===== src/rtl/img_udp_framer_pkg.sv =====
// Shared types and constants for the image-to-UDP packetiser.
package img_udp_framer_pkg;

  typedef enum logic [2:0] {
    ST_WAIT_INIT,
    ST_PREFETCH,
    ST_START,
    ST_SEND,
    ST_WAIT_DONE,
    ST_GAP
  } state_e;

  localparam logic [31:0] FRAME_HEAD_DEF = 32'hF05A_A50F;
  localparam int          HEAD_BYTES     = 4;
  localparam int          PIX_BYTES      = 2;

  // Payload size of one line packet; the frame header only rides on line 0.
  function automatic logic [15:0] line_bytes(input int h_pixel, input logic with_head);
    return 16'(h_pixel * PIX_BYTES + (with_head ? HEAD_BYTES : 0));
  endfunction

endpackage


===== src/rtl/img_udp_framer_pix.sv =====
// Two-pixel read sequencer plus 16->32 prefetch register.
// A fill pulse at cycle t raises img_req at t+1 and t+2; the FIFO answers one
// cycle later, so the packed word {p_first, p_second} is complete at t+4.
module img_pix_pack (
  input  logic        clk,
  input  logic        rst_n,
  input  logic        fill_i,
  input  logic [15:0] pix_i,
  output logic        img_req_o,
  output logic        full_o,
  output logic [31:0] word_o
);

  logic [1:0]  req_left_q;
  logic        vld_q;
  logic        last_q;
  logic        full_q;
  logic [31:0] word_q;

  assign img_req_o = (req_left_q != 2'd0);
  assign full_o    = full_q;
  assign word_o    = word_q;

  // Read-request counter and capture pipeline tracking which half arrives next.
  // NOTE: every register here is updated with <= so all flops see the values
  // from before the edge, independent of statement order.
  always_ff @(posedge clk or negedge rst_n) begin
    if (!rst_n) begin
      req_left_q <= 2'd0;
      vld_q      <= 1'b0;
      last_q     <= 1'b0;
      full_q     <= 1'b0;
    end else begin
      if (fill_i)         req_left_q <= 2'd2;
      else if (img_req_o) req_left_q <= req_left_q - 2'd1;
      vld_q  <= img_req_o;
      last_q <= (req_left_q == 2'd1);
      if (fill_i)                full_q <= 1'b0;
      else if (vld_q && last_q)  full_q <= 1'b1;
    end
  end

  // Prefetch word: first pixel lands in the upper half, second in the lower.
  always_ff @(posedge clk or negedge rst_n) begin
    if (!rst_n) begin
      word_q <= 32'd0;
    end else if (vld_q) begin
      if (last_q) word_q[15:0]  <= pix_i;
      else        word_q[31:16] <= pix_i;
    end
  end

endmodule


===== src/rtl/img_udp_framer.sv =====
// Packetises the SDRAM pixel stream into one UDP payload per image line,
// two RGB565 pixels per word, with a frame header word ahead of line 0.
module img_udp_framer
  import img_udp_framer_pkg::*;
#(
  parameter int          CMOS_H_PIXEL = 640,
  parameter int          CMOS_V_PIXEL = 480,
  parameter logic [31:0] FRAME_HEAD   = FRAME_HEAD_DEF,
  parameter logic [23:0] START_DLY    = 24'd1_000_000,
  parameter logic [15:0] PKT_GAP      = 16'd64
) (
  input  logic        clk,
  input  logic        rst_n,
  input  logic [15:0] img_data,
  output logic        img_req,
  input  logic        udp_tx_req,
  input  logic        udp_tx_done,
  output logic        udp_tx_start_en,
  output logic [31:0] udp_tx_data,
  output logic [15:0] udp_tx_byte_num,
  output logic [15:0] frame_cnt
);

  localparam logic [23:0] START_LAST = START_DLY - 24'd1;
  localparam logic [23:0] GAP_LAST   = {8'd0, PKT_GAP} - 24'd1;
  localparam logic [15:0] PIX_WORDS  = 16'(CMOS_H_PIXEL / 2);
  localparam logic [15:0] LINE_LAST  = 16'(CMOS_V_PIXEL - 1);

  state_e      state_q, state_d;
  logic [23:0] dly_q;
  logic [15:0] words_q;
  logic [15:0] line_q;
  logic [15:0] frame_q;
  logic        head_pend_q;
  logic [31:0] data_q;
  logic [15:0] byte_num_q;

  logic        pack_full;
  logic [31:0] pack_word;
  logic        fill;
  logic        req_acc;
  logic        pix_acc;
  logic        last_pix;
  logic        done_acc;
  logic        line_wrap;
  logic        enter_start;

  // A request only counts inside SEND while words remain in the packet.
  assign req_acc     = (state_q == ST_SEND) && udp_tx_req && (words_q != 16'd0);
  assign pix_acc     = req_acc && !head_pend_q;
  assign last_pix    = pix_acc && (words_q == 16'd1);
  assign done_acc    = (state_q == ST_WAIT_DONE) && udp_tx_done;
  assign line_wrap   = (line_q == LINE_LAST);
  assign enter_start = (state_d == ST_START) && (state_q != ST_START);
  // Fill on entry to PREFETCH, and after each pixel word that is not the last.
  assign fill = ((state_d == ST_PREFETCH) && (state_q != ST_PREFETCH)) ||
                (pix_acc && (words_q != 16'd1));

  img_pix_pack u_pix (
    .clk       (clk),
    .rst_n     (rst_n),
    .fill_i    (fill),
    .pix_i     (img_data),
    .img_req_o (img_req),
    .full_o    (pack_full),
    .word_o    (pack_word)
  );

  // State register.
  always_ff @(posedge clk or negedge rst_n) begin
    if (!rst_n) state_q <= ST_WAIT_INIT;
    else        state_q <= state_d;
  end

  // Next-state logic.
  // NOTE: state_d gets a default before the case so no path leaves it
  // unassigned, which would otherwise infer a latch.
  always_comb begin
    state_d = state_q;
    case (state_q)
      ST_WAIT_INIT: if (dly_q == START_LAST) state_d = ST_PREFETCH;
      ST_PREFETCH:  if (pack_full)           state_d = ST_START;
      ST_START:                              state_d = ST_SEND;
      ST_SEND:      if (last_pix)            state_d = ST_WAIT_DONE;
      ST_WAIT_DONE: if (udp_tx_done)         state_d = ST_GAP;
      ST_GAP:       if (dly_q == GAP_LAST)   state_d = ST_PREFETCH;
      default:                               state_d = ST_WAIT_INIT;
    endcase
  end

  // Output logic: start pulse is exactly the single START cycle.
  always_comb begin
    udp_tx_start_en = (state_q == ST_START);
  end

  // Shared idle counter for the start-up delay and the inter-packet gap.
  always_ff @(posedge clk or negedge rst_n) begin
    if (!rst_n) begin
      dly_q <= 24'd0;
    end else if ((state_q == ST_WAIT_INIT || state_q == ST_GAP) && state_d == state_q) begin
      dly_q <= dly_q + 24'd1;
    end else begin
      dly_q <= 24'd0;
    end
  end

  // Packet setup on entry to START and per-word payload output in SEND.
  always_ff @(posedge clk or negedge rst_n) begin
    if (!rst_n) begin
      byte_num_q  <= 16'd0;
      words_q     <= 16'd0;
      data_q      <= 32'd0;
      head_pend_q <= 1'b1;
    end else begin
      if (enter_start) begin
        byte_num_q <= line_bytes(CMOS_H_PIXEL, line_q == 16'd0);
        words_q    <= PIX_WORDS + 16'(line_q == 16'd0);
      end else if (req_acc) begin
        words_q <= words_q - 16'd1;
      end
      if (req_acc) data_q <= head_pend_q ? FRAME_HEAD : pack_word;
      if (req_acc && head_pend_q)      head_pend_q <= 1'b0;
      else if (done_acc && line_wrap)  head_pend_q <= 1'b1;
    end
  end

  // Line and frame counters advance when the engine reports the packet sent.
  always_ff @(posedge clk or negedge rst_n) begin
    if (!rst_n) begin
      line_q  <= 16'd0;
      frame_q <= 16'd0;
    end else if (done_acc) begin
      line_q <= line_wrap ? 16'd0 : line_q + 16'd1;
      if (line_wrap) frame_q <= frame_q + 16'd1;
    end
  end

  assign udp_tx_data     = data_q;
  assign udp_tx_byte_num = byte_num_q;
  assign frame_cnt       = frame_q;

endmodule


===== config.mk =====
export PLATFORM = sky130hd
export DESIGN_NAME = img_udp_framer
export DESIGN_NICKNAME = d
export VERILOG_FILES = /design/src/rtl/img_udp_framer_pkg.sv /design/src/rtl/img_udp_framer_pix.sv /design/src/rtl/img_udp_framer.sv
export SDC_FILE = /design/constraint.sdc
export NUM_CORES = 1
export LEC_CHECK = 0
export CORE_UTILIZATION = 45
export DETAILED_ROUTE_END_ITERATION = 12
export PLACE_DENSITY = 0.77
export SETUP_SLACK_MARGIN = 0.5
export SYNTH_ARGS = -nofsm -noshare
export SYNTH_HDL_FRONTEND = slang
export SYNTH_HIERARCHICAL = 1
export SYNTH_SLANG_ARGS = --single-unit

===== constraint.sdc =====
create_clock -name clk -period 2.13 [get_ports clk]
set_clock_uncertainty 0.05 [all_clocks]
set_input_delay 0.426 -clock clk [delete_from_list [all_inputs] [get_ports clk]]
set_output_delay 0.426 -clock clk [all_outputs]
set_load 0.02 [all_outputs]

==> flow_metrics.tcl <==
set metrics [dict create \
    outcome "complete, but fails checks" \
    failed_checks "setup timing" \
    static-leakage-power_nw 4.709 \
    drt_pre_antenna_iters 6 \
    max_cap_viol_count 0 \
    relSlewSlack 0.6551 \
    coreArea_sq_um 14640 \
    drt_drc_violations_left 0 \
    setup.worst_path.start_class "register" \
    cts_tree "done" \
    path_class "register to register" \
    insertion_delay_ns 0.44 \
    yosysUniqueCellTypes 60 \
    max_clock_freq_mhz 455.7 \
    cts_buffers 17 \
    asyncSetResetFlopFracSynth 1.000 \
    final-instance-count-excl-fill 1027 \
    numPortBuffers 72 \
    finalSetupViolations 13 \
    die_w_um 125.2 \
    count_of_vias_placed_by_the_detailed_router 5851 \
    netlist_area_sq_um 6828 \
    cp_data_arrival_time_ns 2.45 \
    detail_route.wirelength_mm 20.90 \
    ys_ff_latch 147 \
    antenna_violating_nets_left 0 \
    fillers 885 \
    postSynth.topFlopCell "dfrtp_1" \
    synth_top_area_share 0.5351 \
    cts-root-buf "clkbuf_16" \
    dieArea_sq_um 15670 \
    drive_above_1_share 0.4081 \
    gr-usage-all-layers 0.2466 \
    grt_setup_unrepaired "true" \
    gr-total-overflow 0 \
    initialDrtViolationCount 327 \
    cts_sinks 147 \
    finalNetCount 858 \
    cts_max_level 4 \
    synthMostInstantiatedCell "dfrtp_1" \
    synth_warn 6 \
    vias_in_the_first_global_route 5933 \
    rows 44 \
    netlist_top_cells_count "146 x dfrtp_1, 95 x nand2_1, 61 x nor2_1, 34 x nand3_1, 30 x xnor2_1" \
    dpl.hpwl_mm 9.955 \
    critical_path.endpoint_type "register" \
    timing.setup.tns_ns -0.3800 \
    peakVddDrop_v 0.0004701 \
    io_pins 86 \
    critical_path.max_fanout 7 \
    grt_pass1_wl_mm 30.25 \
    die_height_um 125.2 \
    avgViaCountPerCell 5.697 \
    post_synth.cell_area_avg_sq_um 10.55 \
    final_min_period_over_clock_period 1.030 \
    critPathRequiredTime_ns 2.38 \
    synth_enable_flop_cells 0 \
    worst_setup_hold_path_clk_slew_ns 0.06 \
    grt_start_max_net_pins 48 \
    final_max_slew_viol_count 0 \
    finalHoldViolations 0 \
    synth_top_cell_by_area "dfrtp_1" \
    grt_antenna_before_repair 0 \
    worst_pin_slew_ns 0.5159 \
    period_minus_slack_ns 2.194 \
    area_delta_synth_final_pct 49.02 \
    pwr_density_cell_nw_per_um2 567.5 \
    place_worst_setup_slack_ns -0.3126 \
    final.setup.worst_slack_ns -0.06428 \
    final_core_area_utilization 0.6948 \
    finalWeightedCongestion 0.8700 \
    clockBufferDepth 2 \
    antenna-diode-count 0 \
    holdCritPathClass "register to register" \
    wire_per_inst_um 20.35 \
    synth_top_cells_by_area "dfrtp_1 54%, nand2_1 5.2%, mux2_2 4.0%" \
    start_util 0.4663 \
    dp.cells 912 \
    synthCells 647 \
    yosysSeqAreaShare 0.5389 \
]
==> per-stage QoR <==
step | power (W) | area, sq um | hold WS, ns
6_report | 0.005774 | 10170 | 0.4156
3_3_place_gp | 0.003048 | 8088 | 0.3394
5_1_grt | 0.005939 | 10170 | 0.4417
2_1_floorplan | 0.002956 | 7099 | 0.08041
3_5_place_dp | 0.003054 | 8088 | 0.3431
4_1_cts | 0.005784 | 9603 | 0.4191
==> state kept, by name (all words and copies together), names as in the netlist, 3 cells and up <==
register and cells:
frame_cnt 16, state_q 3, words_q 16, udp_tx_data 32, line_q 16, u_pix/word_o 32
dly_q 24
==> worst paths after layout <==
path | startpoint | to | slack [ns] | cells past startpoint
max | line_q[14] | frame_cnt[1] | -0.06 | 5
min | frame_cnt[15] | frame_cnt[15] | 0.42 | 1
max reg2reg | line_q[14] | frame_cnt[1] | -0.06 | 5
min reg2reg | frame_cnt[15] | frame_cnt[15] | 0.42 | 1
max in group asynchronous | rst_n | udp_tx_data[3] | 0.91 | 3
min in group asynchronous | rst_n | udp_tx_data[23] | 0.45 | 2
==> timing repair <==
action	CTS	global route
gates resized for setup	218	127
gates cloned	9	0
endpoints found under the setup margin	163	145
buffers inserted	44	29
hold buffers	1	0
hold endpoints to repair	43	0
pin swaps	64	53
==> placed cells by master (no fill, tap or decap), types with 15 or more instances in the layout <==
cell	netlist	layout
mux2_2	24	22
clkdlybuf4s50_1	0	18
xnor2_1	30	25
nor2_1	61	32
nand3b_1	18	18
o21ai_2	0	15
clkdlybuf4s15_1	0	28
xor2_1	29	29
clkbuf_16	0	17
nor2_4	0	26
nand3_1	34	25
dfrtp_1	146	137
buf_6	2	36
nand2_1	95	92
buf_4	14	68
==> routing by layer <==
layer / vias up / wire length (um) / track usage / share of wire
met5: - / 0 / 0 / 0
met4: 0 / 678 / 0.1155 / 0.032
met3: 62 / 875 / 0.05905 / 0.042
met2: 206 / 11270 / 0.4305 / 0.54
met1: 3023 / 8077 / 0.2865 / 0.39
li1: 2560 / - / - / -
==> cell families after synthesis <==
group | after synthesis | synth area share
XOR/XNOR | 59 | 0.07568
other | 1 | 0.0005492
adder cells (fa/ha/maj) | 8 | 0.01466
buffers and inverters | 55 | 0.04361
multiplexers | 35 | 0.06304
AO/OA/AOI/OAI | 48 | 0.04087
AND/OR/NAND/NOR | 294 | 0.2227
flip-flops | 147 | 0.5389
==> critical path: stages, from the launching register on <==
cell and delay, ns:
dfrtp_1 0.39, or4_4 0.58, nor4_4 0.32, buf_4 0.19, and2_4 0.22, mux2_4 0.32
==> area by class of cell <==
class / instances / area [sq um] / share of cell area
clock inverters: 13 / 102.6 / 0.01008
inverters: 17 / 66.31 / 0.006517
multi-input cells: 458 / 3709 / 0.3645
well taps: 184 / 230.2 / 0.02263
clock buffers: 19 / 442.9 / 0.04353
flip-flops and latches: 147 / 3691 / 0.3628
repair buffers: 189 / 1933 / 0.1900
==> power breakdown <==
| group | leakage [nW] | internal [W] | switching [W] |
|---|---|---|---|
| clock network | 0.254 | 0.00153 | 0.00123 |
| registers | 1.90 | 0.00282 | 0.0000230 |
| logic | 2.56 | 0.0000690 | 0.0000980 |
No activity file was read; power rests on OpenSTA's default activity.
